**src/rtl/simon_pkg.sv**
```systemverilog
// Shared Simon 32/64 definitions: word type, key-schedule constants, round function,
// rotations and the control-state encoding used by the encrypt and decrypt cores.
package simon_pkg;

    localparam int WORD_W = 16;
    localparam logic [WORD_W-1:0] CONST_C = 16'hfffc;
    // z0 sequence; character i of the written sequence lives at bit 61-i.
    localparam logic [61:0] Z0 = 62'b11111010001001010110000111001101111101000100101011000011100110;

    typedef logic [WORD_W-1:0] word_t;

    typedef enum logic [1:0] {
        IDLE    = 2'd0,
        EXPAND  = 2'd1,
        DECRYPT = 2'd2,
        DONE    = 2'd3
    } state_t;

    function automatic word_t rotl(input word_t v, input int unsigned n);
        return word_t'((v << n) | (v >> (WORD_W - n)));
    endfunction

    function automatic word_t rotr(input word_t v, input int unsigned n);
        return rotl(v, WORD_W - n);
    endfunction

    function automatic word_t simon_f(input word_t v);
        return (rotl(v, 1) & rotl(v, 8)) ^ rotl(v, 2);
    endfunction

    function automatic logic z_bit(input logic [5:0] idx);
        if (idx > 6'd61) begin
            return 1'b0;
        end
        return Z0[6'd61 - idx];
    endfunction

endpackage

```
**src/rtl/simon_keysched_step.sv**
```systemverilog
// One Simon 32/64 key-schedule step, either forward (k[i+4] from k[i..i+3]) or
// inverse (k[j-4] from k[j-3..j]); the inverse reuses the same XOR network.
module simon_keysched_step
    import simon_pkg::*;
(
    input  logic  i_inverse,
    input  word_t i_w3,
    input  word_t i_w2,
    input  word_t i_w1,
    input  word_t i_w0,
    input  logic  i_z,
    output word_t o_new
);

    word_t w_a;
    word_t w_b;
    word_t w_src;
    word_t w_t0;
    word_t w_t1;

    // Inverse: window is {k[j],k[j-1],k[j-2],k[j-3]}, so the roles shift by one word.
    assign w_a   = i_inverse ? i_w2 : i_w3;
    assign w_b   = i_inverse ? i_w0 : i_w1;
    assign w_src = i_inverse ? i_w3 : i_w0;

    assign w_t0  = rotr(w_a, 3) ^ w_b;
    assign w_t1  = w_t0 ^ rotr(w_t0, 1);
    assign o_new = CONST_C ^ {{(WORD_W-1){1'b0}}, i_z} ^ w_src ^ w_t1;

endmodule

```
**src/rtl/simon32_64_dec.sv**
```systemverilog
// Iterative Simon 32/64 decryption core: expands the key schedule forward, then runs
// the rounds backwards while regenerating earlier round keys from a 4-word window.
module simon32_64_dec
    import simon_pkg::*;
#(
    parameter int NUM_ROUNDS = 32
) (
    input  logic        clk,
    input  logic        reset,
    input  logic        in_valid,
    output logic        in_ready,
    input  logic [31:0] ciphertext,
    input  logic [63:0] key,
    output logic        out_valid,
    input  logic        out_ready,
    output logic [31:0] plaintext,
    output logic        busy,
    output state_t      o_dbg_state,
    output logic [63:0] o_dbg_key_window
);

    // Handshake: a transfer happens on a rising edge where valid and ready are both high;
    // out_valid/plaintext stay stable until that transfer, in_ready is high only in IDLE.

    localparam logic [5:0] LAST_I = 6'(NUM_ROUNDS - 5);
    localparam logic [5:0] LAST_J = 6'(NUM_ROUNDS - 1);

    state_t      r_state;
    state_t      w_next_state;
    word_t       r_x;
    word_t       r_y;
    word_t       r_w3;
    word_t       r_w2;
    word_t       r_w1;
    word_t       r_w0;
    logic [5:0]  r_i;
    logic [5:0]  r_j;
    logic        r_out_valid;
    logic [31:0] r_plaintext;

    logic        w_inverse;
    logic [5:0]  w_z_idx;
    logic        w_z;
    word_t       w_new_key;
    word_t       w_round_x;
    word_t       w_round_y;

    assign w_inverse = (r_state == DECRYPT);
    assign w_z_idx   = w_inverse ? (r_j - 6'd4) : r_i;
    assign w_z       = z_bit(w_z_idx);

    simon_keysched_step u_keystep (
        .i_inverse (w_inverse),
        .i_w3      (r_w3),
        .i_w2      (r_w2),
        .i_w1      (r_w1),
        .i_w0      (r_w0),
        .i_z       (w_z),
        .o_new     (w_new_key)
    );

    assign w_round_x = r_y;
    assign w_round_y = r_x ^ simon_f(r_y) ^ r_w3;

    always_comb begin
        w_next_state = r_state;
        case (r_state)
            IDLE:    if (in_valid)        w_next_state = EXPAND;
            EXPAND:  if (r_i == LAST_I)   w_next_state = DECRYPT;
            DECRYPT: if (r_j == 6'd0)     w_next_state = DONE;
            DONE:    if (out_ready)       w_next_state = IDLE;
            default:                      w_next_state = IDLE;
        endcase
    end

    always_ff @(posedge clk or negedge reset) begin
        if (!reset) begin
            r_state     <= IDLE;
            r_x         <= '0;
            r_y         <= '0;
            r_w3        <= '0;
            r_w2        <= '0;
            r_w1        <= '0;
            r_w0        <= '0;
            r_i         <= '0;
            r_j         <= '0;
            r_out_valid <= 1'b0;
            r_plaintext <= '0;
        end else begin
            r_state <= w_next_state;
            case (r_state)
                IDLE: begin
                    if (in_valid) begin
                        r_x                      <= ciphertext[31:16];
                        r_y                      <= ciphertext[15:0];
                        {r_w3, r_w2, r_w1, r_w0} <= key;
                        r_i                      <= '0;
                    end
                end
                EXPAND: begin
                    {r_w3, r_w2, r_w1, r_w0} <= {w_new_key, r_w3, r_w2, r_w1};
                    r_i                      <= r_i + 6'd1;
                    if (r_i == LAST_I) begin
                        r_j <= LAST_J;
                    end
                end
                DECRYPT: begin
                    r_x <= w_round_x;
                    r_y <= w_round_y;
                    // Below j=4 no new key exists, but the window still slides so that
                    // w3 presents k[j-1] for the next round.
                    {r_w3, r_w2, r_w1} <= {r_w2, r_w1, r_w0};
                    if (r_j >= 6'd4) begin
                        r_w0 <= w_new_key;
                    end
                    if (r_j != 6'd0) begin
                        r_j <= r_j - 6'd1;
                    end else begin
                        r_plaintext <= {w_round_x, w_round_y};
                        r_out_valid <= 1'b1;
                    end
                end
                DONE: begin
                    if (out_ready) begin
                        r_out_valid <= 1'b0;
                    end
                end
                default: ;
            endcase
        end
    end

    assign in_ready         = (r_state == IDLE);
    assign busy             = (r_state == EXPAND) || (r_state == DECRYPT);
    assign out_valid        = r_out_valid;
    assign plaintext        = r_plaintext;
    assign o_dbg_state      = r_state;
    assign o_dbg_key_window = {r_w3, r_w2, r_w1, r_w0};

endmodule
```
**config.mk**
```make
export PLATFORM = sky130hd
export DESIGN_NAME = simon32_64_dec
export DESIGN_NICKNAME = d
export VERILOG_FILES = /design/src/rtl/simon_pkg.sv /design/src/rtl/simon_keysched_step.sv /design/src/rtl/simon32_64_dec.sv
export SDC_FILE = /design/constraint.sdc
export NUM_CORES = 1
export LEC_CHECK = 0
export BUFFER_PORTS_ARGS = -buffer_cell sky130_fd_sc_hd__buf_2
export CAP_MARGIN = 5
export CORE_MARGIN = 3
export CORE_UTILIZATION = 59
export DETAILED_ROUTE_END_ITERATION = 10
export PLACE_DENSITY_LB_ADDON = 0.2
export SYNTH_ARGS = -nofsm -noshare
export SYNTH_HDL_FRONTEND = slang
export SYNTH_HIERARCHICAL = 1
export SYNTH_SLANG_ARGS = --single-unit
```
**constraint.sdc**
```tcl
create_clock -name clk -period 8.27 [get_ports clk]
set_input_delay 0.827 -clock clk [delete_from_list [all_inputs] [get_ports clk]]
set_output_delay 0.827 -clock clk [all_outputs]
set_load 0.005 [all_outputs]
```
=== Word level (Yosys, flattened, before mapping) ===
Memories as Yosys holds them, arrays and structs flattened.
Cells that the tools add are included.

* Bits in read-only memories: 64
* Bits in latches: 0
* Register bits: 143
* Output and inout port bits: 101
* Memories kept: 1
* Word-level logic and storage cells: 95
* Bits of input ports: 100
* RAM bits: 0

* Muxes and demuxes: 34
* Bitwise gates (word level): 14
* Order comparisons: 3
* $add $sub $neg: 4
* Div/mod/pow operators: 0
* Shifts and indexed selects: 0
* Eq/ne operators: 11
* Multipliers: 0
* Reductions and logical operators: 17

{| class="wikitable"
|+ Memory list
! memory !! depth !! bits a word !! rd ports !! clocked after Yosys merged registers in !! wr ports !! RTL line !! RTL
|-
| (no name shown) || 64 || 1 || 1 || 0 || 0 || simon_pkg.sv:35 || <nowiki>return Z0[6'd61 - idx];</nowiki>
|}

{| class="wikitable"
|+ Operator list
! operator !! count
|-
| 16-bit case mux with 3 select lines || 4
|-
| 16-bit two-way mux || 10
|-
| 16-bit XOR || 7
|-
| 16-bit case mux with 2 select lines || 2
|-
| 6-bit two-way mux || 4
|-
| 6-bit case mux with 2 select lines || 2
|-
| 16-bit AND || 1
|-
| 16-bit by 1-bit OR with 16-bit output || 1
|-
| 16-bit by 13-bit OR with 16-bit output || 1
|-
| 16-bit by 15-bit OR with 16-bit output || 1
|-
| 16-bit by 2-bit OR with 16-bit output || 1
|-
| 16-bit by 8-bit OR with 16-bit output || 1
|-
| 2-bit != test (second input constant) || 7
|-
| 3-bit AND reduction || 3
|-
| 2-bit two-way mux || 4
|-
| 2-bit case mux with 4 select lines || 1
|-
| 2-bit AND reduction || 4
|-
| 2-bit nonzero test || 4
|-
| 6-bit by 7-bit less-than comparator with 1-bit output (second input constant) || 1
|-
| 6-bit by 1-bit adder with 6-bit output (second input constant) || 1
|-
| 6-bit by 5-bit equality test with 1-bit output (second input constant) || 1
|-
| 6-bit by 3-bit >= comparator with 1-bit output (second input constant) || 1
|-
| 6-bit greater-than comparator (second input constant) || 1
|-
| 6-bit zero test || 1
|-
| 13 further kinds || 19
|}

=== Logic depth before layout (Yosys ltp) ===
Gate-level depths: netlist of the first run.

* Word-level depth: 10
* Mapped depth: 19
* Depth with buffers taken out: 17

=== Hierarchy ===
Netlist of the first run, hierarchy kept.

{| class="wikitable"
|+ By module, submodules not included
! module !! sequential area each (µm²) !! times used !! cells each !! area an instance (µm²)
|-
| simon32_64_dec || 3578.4 || 1 || 894 || 7815.0
|-
| simon_keysched_step || 0.0 || 1 || 85 || 1052.3
|}

=== Worst setup path before layout of the first run ===
No wires, ideal clock.

* Kind: flip-flop to flip-flop
* Start point: register r_state[0] (netlist: o_dbg_state[0])
* End point: register r_w3[0]
* Clock period less this slack: 3.853 ns
* Setup slack: 4.417 ns
* Arrival time: 3.720 ns
* Path buffers: 1
* Data required time: 8.137 ns
* Cell stages (with the launch flop): 18
* Library setup time: 0.133 ns
* Cell sequence: dfrtp_1 -> inv_1 -> ha_1 -> buf_6 -> mux2_4 -> ha_1 -> xnor2_2 -> a311oi_1 -> o21ai_0 -> o211ai_2 -> nor3_1 -> or4_1 -> xor2_1 -> xnor3_1 -> a22oi_1 -> nand2_1 -> o21ai_0 -> o21ai_0

* Cells in the longest elaborated chain, start to end: 9
* Elaborated cells on any way between the ends: 23
* Those cells by class: add/sub (1); order compare (1); eq/ne (3); mux (8); bitwise (6); reduce/logical (3); memory (1)

{| class="wikitable"
|+ Ends and longest elaborated chain
! item !! RTL line !! RTL
|-
| start, declared || simon32_64_dec.sv:28 || <nowiki>state_t r_state;</nowiki>
|-
| start signal, assigned || simon32_64_dec.sv:90 || <nowiki>r_state <= w_next_state;</nowiki>
|-
| 2-bit equality test (*) || simon32_64_dec.sv:48 || <nowiki>assign w_inverse = (r_state == DECRYPT);</nowiki>
|-
| named net w_inverse || simon32_64_dec.sv:41 || <nowiki>logic w_inverse;</nowiki>
|-
| 6-bit two-way mux (*) || simon32_64_dec.sv:49 || <nowiki>assign w_z_idx = w_inverse ? (r_j - 6'd4) : r_i;</nowiki>
|-
| 6-bit subtractor || simon_pkg.sv:35 ||
|-
| memory read 64 x 1 bit || - ||
|-
| 1-bit two-way mux (not written as such) || simon_pkg.sv:35 ||
|-
| 1-bit two-way mux (*) || simon_pkg.sv:35 ||
|-
| named net w_z || simon32_64_dec.sv:43 || <nowiki>logic w_z;</nowiki>
|-
| 16-bit XOR (*) (2 in series) || simon_keysched_step.sv:28 || <nowiki>assign o_new = CONST_C ^ {{(WORD_W-1){1'b0}}, i_z} ^ w_src ^ w_t1;</nowiki>
|-
| named net w_new_key[0] || simon32_64_dec.sv:44 || <nowiki>word_t w_new_key;</nowiki>
|-
| 16-bit case mux with 3 select lines (*) || simon32_64_dec.sv:91 || <nowiki>case (r_state)</nowiki>
|-
| end signal, assigned || simon32_64_dec.sv:96 || <nowiki>{r_w3, r_w2, r_w1, r_w0} <= key;</nowiki>
|-
| end signal, assigned || simon32_64_dec.sv:101 || <nowiki>{r_w3, r_w2, r_w1, r_w0} <= {w_new_key, r_w3, r_w2, r_w1};</nowiki>
|-
| end signal, assigned || simon32_64_dec.sv:112 || <nowiki>{r_w3, r_w2, r_w1} <= {r_w2, r_w1, r_w0};</nowiki>
|-
| end, declared || simon32_64_dec.sv:32 || <nowiki>word_t r_w3;</nowiki>
|}

The timed path passes the listed nets; every way through them passes the cells marked *. The select of a mux whose other input is x is not followed.
A chain may end at the register's enable or synchronous reset.

=== Worst setup path after layout of the first run ===
Ends and elaborated chain as after synthesis.

==> results.txt, run 1 <==
----------------------------------------------------
[Power and ir drop]
  Cell-internal power ... roughly 1200 µW
  VDD IR-drop max ... around 0.17 mV
  Leakage power ... roughly 0.0053 µW
  Clock share of power ... 51.7%
  Sequential share of power ... ~46%
  Power per Cell Area ... 146 nW/µm²
  Switching share of total power ... between 20 and 25%
  Comb power frac ... under 10%
  Sw power ... 338 µW

[Layout]
  Ratio of cells with drive above 1 in the final layout ... about a quarter
  Area occupied by registers ... approximately 3600 µm²
  Final Instance Area ... roughly 11000 µm²
  Final Util ... between 70 and 80%
  Filler Cells Inserted ... between 1000 and 1500
  Area grow syn2layout ... 18.8%
  Multi-input logic area ... ~5000 µm²
  Fin nets ... 1251

[GRT]
  Number of global-route vias before repair ... around 7600
  Maximum number of pins on one net before global-route repair ... around 130
  First-pass GRT wire length ... just over 40000 µm
  Number of antenna violations at the first check in global routing ... 3
  GRT Overall Usage ... 31.1%
  GR Overflow Total ... 0

[Clock network]
  Number of sinks handled by clock tree synthesis ... 143
  Post CTS Setup Buffer Count ... 0
  Clock buffers created by TritonCTS ... 17
  TritonCTS clock tree ... built
  Master cell of the clock root buffer ... clkbuf_16
  Number of hold-repair buffers added at the cts stage ... 0
  Clock latency reported for the late side of the worst-skew pair ... roughly 0.42 ns
  Number of gates given a new drive strength after cts ... 0
  Total number of H-tree levels ... 4
  Clock-pin slew reported for the worst setup and hold paths after clock tree synthesis ... approximately 0.070 ns
  Maximum clock insertion buffer count ... 2

[Routing]
  Final routed wirelength across all metal layers ... 25400 µm
  Number of violations reported at the end of detailed-routing iteration 0 ... roughly 800
  Average wire length per cell after detail routing ... ~19 µm
  Remaining antenna violation count ... 0
  Via-per-instance ratio ... just under 6
  Total DRC errors in the routed layout ... 0
  Initial DRT Pass Iterations ... 5
  Total vias in the final route ... 7966

[Worst setup path]
  Worst setup EP type ... register
  Required time of the critical path ... approximately 8.5 ns
  Critical Path Max Stage Delay ... approximately 0.85 ns
  Worst endpoint data arrival time ... 5.21 ns
  Startpoint class of the critical path ... register
  WS Path Type ... reg2reg
  Slowest CP cell ... ha_4
  Critical-path maximum fanout ... 57
  Most used cell, CP ... o21ai_0
  Ordered cell list for the critical path ... inv_1 > ha_4 > nand2b_4 > nand2_1 > ha_1 > xnor2_2 > a311oi_1 > o21ai_0 > o211ai_2 > a2111oi_0 > or4_1 > xor2_1 > xnor3_1 > a22oi_1 > nand2_1 > o21ai_0 > o21ai_0

[Timing]
  Final setup violating endpoints ... 0
  Slew Limit Headroom ... between 20% and 30%
  Crit path setup slack, layout ... roughly 3.3 ns
  Clock skew after layout ... 0.00704 ns
  Hold violation count in the final report ... 0
  Slew Limit Fails ... 0
  Max Fclk ... 202 MHz
  Worst hold slack after final layout ... ~0.43 ns
  Setup TNS after final layout ... 0 ns
  Final critical-path required period ... between 4 and 5 ns
  Actual slew at the worst max-slew pin ... between 1 and 1.5 ns
  Portion of the clock cycle consumed by the worst path in the final layout ... about three fifths
  RSZ-0062 raised after global routing ... false

[Yosys]
  Synthesized area divided by synthesized cell count ... ~9.1 µm²
  Post-synthesis share of cell area spent on full adders, half adders and majority gates ... between 1.5 and 2%
  Most instantiated flip-flop cell in the synthesis netlist ... dfrtp_1
  Post-Syn Nets ... about 1100
  Cell type contributing the most total cell area after synthesis ... dfrtp_1
  Instance count of the mapped netlist ... 979
  Area fraction in and, or, nand and nor cells after synthesis ... around an eighth
  Count of warnings emitted by yosys ... 6
  Main combinational cell family by area after synthesis ... compound AO/OA/AOI/OAI gates
  Top post-synthesis cells by area ... dfrtp_1 40%, o21ai_0 11%, nand2_1 9.5%, a22oi_1 5.5%, xor2_1 4.9%
  Cell area after synthesis ... around 8900 µm²
  Synth unique cells ... 56
  Post-synth EDFFs ... 0
  Post-synthesis share of cell area spent on xor and xnor gates ... between 10% and 20%
  Post-synthesis compound-gate area fraction ... between 20 and 25%
  Proportion of synthesized area in mux cells ... 8.64%
  Share of the synthesized area in the top cell type ... between 40% and 50%
  Sequential fraction of the synthesis area ... around 40%
  Async set or reset register ratio after synthesis ... 100%
  FF+latch count, synth ... around 140

[Min path]
  Type of the tightest min-delay check ... in2async

[Floorplan]
  Die area ... between 15000 and 20000 µm²
  Std-Cell Core Area ... 14600 µm²
  Floorplan row count ... 44
  Horizontal die dimension ... 129 µm
  Starting density of the core ... between 60% and 70%
  Die Y ... approximately 130 µm
  Number of top-level pins ... between 200 and 250

[Placement]
  Global placement routability congestion ... 0.893
  Dpl hpwl ... 17400 µm
  Total cell area at the placement stage ... 9920 µm²
  Worst Setup Slack post-DPL ... around 3.4 ns
  Port-buffer cells ... 200

[Run]
  Maximum Capacitance Violations ... 0

[Status]
  Result of the run ... finished, final reports clean

----------------------------------------------------
==> state kept, by name, indices dropped and copies added, names as in the netlist <==
| register | flops |
|---|---|
| r_i | 6 |
| r_x | 16 |
| r_w3 | 16 |
| r_w1 | 16 |
| o_dbg_state | 2 |
| plaintext | 32 |
| r_w2 | 16 |
| r_y | 16 |
| r_j | 6 |
| r_w0 | 16 |
| out_valid | 1 |
==> synthesized netlist by cell type (2+ instances only) <==
cell,instances
and2_1,3
a22o_1,4
inv_1,10
xnor2_1,36
a22oi_1,65
buf_1,12
o21ai_0,202
ha_1,14
nand3_1,7
nor2_1,11
buf_8,2
nand2_1,224
nand2b_1,3
clkbuf_1,50
xnor3_1,16
buf_6,2
dfrtp_1,143
and3_1,3
mux2i_2,2
mux2i_1,34
nor3_1,7
or3_1,2
a21o_1,3
a31oi_1,3
xor2_1,50
a21oi_1,10
mux2_2,32
==> worst paths after layout <==
check / from / endpoint / slack, ns / depth (start not counted)
max reg2reg: o_dbg_state[0] / r_w3[0] / 3.33 / 17
max: o_dbg_state[0] / r_w3[0] / 3.33 / 17
min: reset / plaintext[26] / 0.43 / 1
min reg2reg: plaintext[7] / plaintext[7] / 0.47 / 2
max in group asynchronous: reset / r_w1[7] / 6.50 / 2
min in group clk: plaintext[7] / plaintext[7] / 0.47 / 2
==> metal layers <==
metal / wire (µm) / share of wire, % / global-route usage [%]
met1: 10700 / 42 / 43.1
met2: 11900 / 47 / 48.4
met3: 2000 / 7.9 / 7.31
met4: 727 / 2.9 / 11.1
met5: 25 / 0.099 / 0
==> cell usage in the layout, fill, tap and decap left out, drive strengths merged, types with 2 or more instances in the layout <==
cell type	n
and3	3
or3	2
a31oi	4
xor2	51
xnor3	16
xnor2	37
a22o	4
bufinv	3
a22oi	65
diode	2
clkinv	4
and2	3
dfrtp	143
inv	14
nand2b	4
nor3	7
buf	206
nand2	224
ha	14
mux2	33
a21o	3
clkbuf	17
nor2	12
o211ai	2
nand3	7
mux2i	37
a21oi	10
clkinvlp	5
a2111oi	2
o21ai	203
==> critical path, delay by kind of cell, from the launching register on <==
| kind | cells | cell delay [ns] |
|---|---|---|
| xor+xnor | 3 | 0.76 |
| compound gates | 7 | 1.20 |
| simple gates | 4 | 0.98 |
| buf+inv | 1 | 0.26 |
| flops | 1 | 0.43 |
| fa+ha+maj | 2 | 1.16 |
==> cell type report <==
| cell class | count | area share (%) |
|---|---|---|
| Multi-Input combinational cell | 758 | 47.6 |
| Clock inverter | 15 | 1.76 |
| Antenna cell | 2 | 0.0475 |
| Timing Repair Buffer | 206 | 9.99 |
| Tap cell | 184 | 2.19 |
| Clock buffer | 17 | 4.04 |
| Inverter | 11 | 0.416 |
| Sequential cell | 143 | 34.0 |
==> cell families (layout without fill, tap and decap cells) <==
group	Yosys count	in the layout
AO/OA/AOI/OAI	303	303
XOR/XNOR	104	104
adder cells (fa/ha/maj)	14	14
buffers and inverters	78	249
flip-flops	143	143
multiplexers	70	70
other	0	2
AND/OR/NAND/NOR	267	267
==> stage by stage <==
| step | power (µW) | std cells |
|---|---|---|
| floorplan | 713 | 979 |
| global placement | 753 | 1302 |
| detailed placement | 753 | 1302 |
| CTS | 1540 | 1334 |
| global route | 1580 | 1335 |
| finish | 1530 | 1336 |
==> power by group through the flow <==
| stage | sequential, µW | combinational [µW] | clock (µW) |
|---|---|---|---|
| 2_1_floorplan | 713 | 0.312 | 0 |
| 3_3_place_gp | 712 | 41.0 | 0 |
| 3_5_place_dp | 712 | 40.3 | 0 |
| 4_1_cts | 700 | 40.4 | 801 |
| 5_1_grt | 699 | 44.5 | 832 |
| 6_report | 700 | 39.9 | 793 |
(Power assumes the default switching activity.)
==> run 2, diff against run 1 <==
--- a/config.mk
+++ b/config.mk
@@ -8,7 +8,7 @@
 export BUFFER_PORTS_ARGS = -buffer_cell sky130_fd_sc_hd__buf_2
 export CAP_MARGIN = 5
 export CORE_MARGIN = 3
-export CORE_UTILIZATION = 59
+export CORE_UTILIZATION = 55
 export DETAILED_ROUTE_END_ITERATION = 10
 export PLACE_DENSITY_LB_ADDON = 0.2
 export SYNTH_ARGS = -nofsm -noshare
==> constraint.sdc (replaced) <==
create_clock -name clk -period 5.1 [get_ports clk]
set_input_delay 0.51 -clock clk [delete_from_list [all_inputs] [get_ports clk]]
set_output_delay 0.51 -clock clk [all_outputs]
set_load 0.005 [all_outputs]
==> run 2 against run 1 <==
  * Clock power rose by 49%
  * Via count is 0.44% higher
  * Register-to-register slack got worse by 2.5 ns
  * First-iteration DRC count down 16%
  * Clock skew up 0.0026 ns
  * Sequential cell count stayed put
  * Largest cell class unchanged
==> results.txt, run 2 (same netlist as run 1, synthesis figures left out) <==
----------------------------------------------------
[Clock network]
  Total number of H-tree levels ... 4
  Master cell of the clock root buffer ... clkbuf_16
  Clock-pin slew reported for the worst setup and hold paths after clock tree synthesis ... about 0.06 ns
  Clock buffers created by TritonCTS ... 17
  TritonCTS clock tree ... built
  Maximum clock insertion buffer count ... 2
  Clock latency reported for the late side of the worst-skew pair ... 0.43 ns
  Number of hold-repair buffers added at the cts stage ... 0
  Number of sinks handled by clock tree synthesis ... approximately 140
  Number of gates given a new drive strength after cts ... 0
  Post CTS Setup Buffer Count ... 0

[Floorplan]
  Die area ... between 15000 and 20000 µm²
  Number of top-level pins ... between 200 and 250
  Starting density of the core ... 57.3%
  Horizontal die dimension ... 133 µm
  Floorplan row count ... between 40 and 50
  Die Y ... about 130 µm
  Std-Cell Core Area ... about 15000 µm²

[Power and ir drop]
  Power per Cell Area ... 226 nW/µm²
  Clock share of power ... between 40% and 50%
  Leakage power ... ~0.0053 µW
  Cell-internal power ... between 1500 and 2000 µW
  VDD IR-drop max ... ~0.26 mV
  Sequential share of power ... a little under half
  Comb power frac ... between 2 and 3%
  Switching share of total power ... between 20% and 30%
  Sw power ... about 560 µW

[Routing]
  Average wire length per cell after detail routing ... between 15 and 20 µm
  Initial DRT Pass Iterations ... 7
  Remaining antenna violation count ... 0
  Number of violations reported at the end of detailed-routing iteration 0 ... ~660
  Final routed wirelength across all metal layers ... approximately 26000 µm
  Total vias in the final route ... 8001
  Total DRC errors in the routed layout ... 0
  Via-per-instance ratio ... 5.87

[Worst setup path]
  Critical Path Max Stage Delay ... 0.51 ns
  Ordered cell list for the critical path ... inv_1 > ha_4 > mux2_4 > ha_1 > xnor2_2 > a311oi_1 > o21ai_0 > o211ai_2 > a2111oi_0 > or4_1 > xor2_1 > xnor3_1 > a22oi_1 > nand2_1 > o21ai_0 > o21ai_0
  Critical-path maximum fanout ... 6
  Kind of cell with the highest combined delay on the critical path ... compound AO/OA/AOI/OAI gates
  Bufs and invs on worst path ... 1
  Worst endpoint data arrival time ... about 4.6 ns
  Slowest CP cell ... or4_1
  Startpoint class of the critical path ... register
  WS Path Type ... reg2reg
  Most used cell, CP ... o21ai_0
  Required time of the critical path ... about 5.4 ns
  Worst setup EP type ... register

[Layout]
  Area grow syn2layout ... 18.6%
  Most common cell after layout, fill and taps aside ... nand2_1
  Final Instance Area ... between 10000 and 15000 µm²
  Ratio of cells with drive above 1 in the final layout ... about a quarter
  Fin nets ... approximately 1300
  Area occupied by registers ... ~3600 µm²
  Multi-input logic area ... 5010 µm²
  Number of flip-flops under the largest register name ... 32
  Most used cells in the layout excluding fill and tap cells ... 224 x nand2_1, 202 x o21ai_0, 199 x buf_2
  Filler Cells Inserted ... ~1300

[Timing]
  Clock skew after layout ... between 0.009 and 0.01 ns
  Portion of the clock cycle consumed by the worst path in the final layout ... a little over four fifths
  Slew Limit Fails ... 0
  Final critical-path required period ... roughly 4.3 ns
  Slew Limit Headroom ... about a quarter
  Hold violation count in the final report ... 0
  Max Fclk ... approximately 230 MHz
  Setup TNS after final layout ... 0 ns
  RSZ-0062 raised after global routing ... false
  Final setup violating endpoints ... 0
  Actual slew at the worst max-slew pin ... about 1.2 ns

[GRT]
  Number of global-route vias before repair ... about 7500
  First-pass GRT wire length ... about 41000 µm
  Maximum number of pins on one net before global-route repair ... roughly 130
  Number of antenna violations at the first check in global routing ... 3
  GRT Overall Usage ... ~29%
  GR Overflow Total ... 0

[Run]
  Maximum Capacitance Violations ... 0

[Placement]
  Total cell area at the placement stage ... around 10000 µm²
  Global placement routability congestion ... about 0.86
  Port-buffer cells ... 200
  Dpl hpwl ... approximately 18000 µm

[Status]
  Result of the run ... finished, final reports clean

[Min path]
  Type of the tightest min-delay check ... in2async

----------------------------------------------------
## run 2: final timing paths
check	start	end	slack, ns	cells after the start
setup / recovery	o_dbg_state[0]	r_w3[0]	0.81	16
setup reg to reg	o_dbg_state[0]	r_w3[0]	0.81	16
min in group clk	key[22]	r_w1[6]	0.37	3
max in group asynchronous	reset	r_w1[3]	3.74	2
hold / removal	reset	plaintext[26]	0.20	1
hold reg to reg	plaintext[14]	plaintext[14]	0.47	2
## run 2: power by group through the flow
stage / Combinational, µW / Clock, µW / Sequential [µW]
after global routing: 72.6 / 1250 / 1130
after CTS: 66.0 / 1190 / 1130
after detailed placement: 65.7 / 0 / 1160
after global placement: 65.9 / 0 / 1160
final: 65.0 / 1180 / 1130
after floorplan: 0.504 / 0 / 1160
## run 2: cell type report
class | instances | area share, %
Clock buffer | 19 | 4.31
Multi-Input combinational cell | 758 | 47.7
Tap cell | 211 | 2.51
Timing Repair Buffer | 206 | 10.0
Clock inverter | 13 | 0.988
Sequential cell | 143 | 34.0
Antenna cell | 3 | 0.0714
Inverter | 11 | 0.416
## run 2: metrics by stage
| stage | power, µW | hold WS, ns | utilization, % | cells | setup slack [ns] |
|---|---|---|---|---|---|
| floorplan | 1160 | 0.214 | - | 979 | 1.25 |
| global placement | 1220 | 0.460 | 64.3 | 1329 | 0.952 |
| detailed placement | 1220 | 0.470 | 64.3 | 1329 | 0.863 |
| CTS | 2390 | 0.228 | 67.9 | 1361 | 0.809 |
| global route | 2460 | 0.253 | 67.9 | 1363 | 0.519 |
| finish | 2380 | 0.198 | 67.9 | 1364 | 0.813 |
## run 2: per-layer routing
layer	up-vias	wire, µm	GRT usage, %
met5	-	13	0
met4	2	618	11.0
met3	47	1840	6.96
met2	308	12600	46.0
met1	3898	10800	39.1
li1	3746	-	-
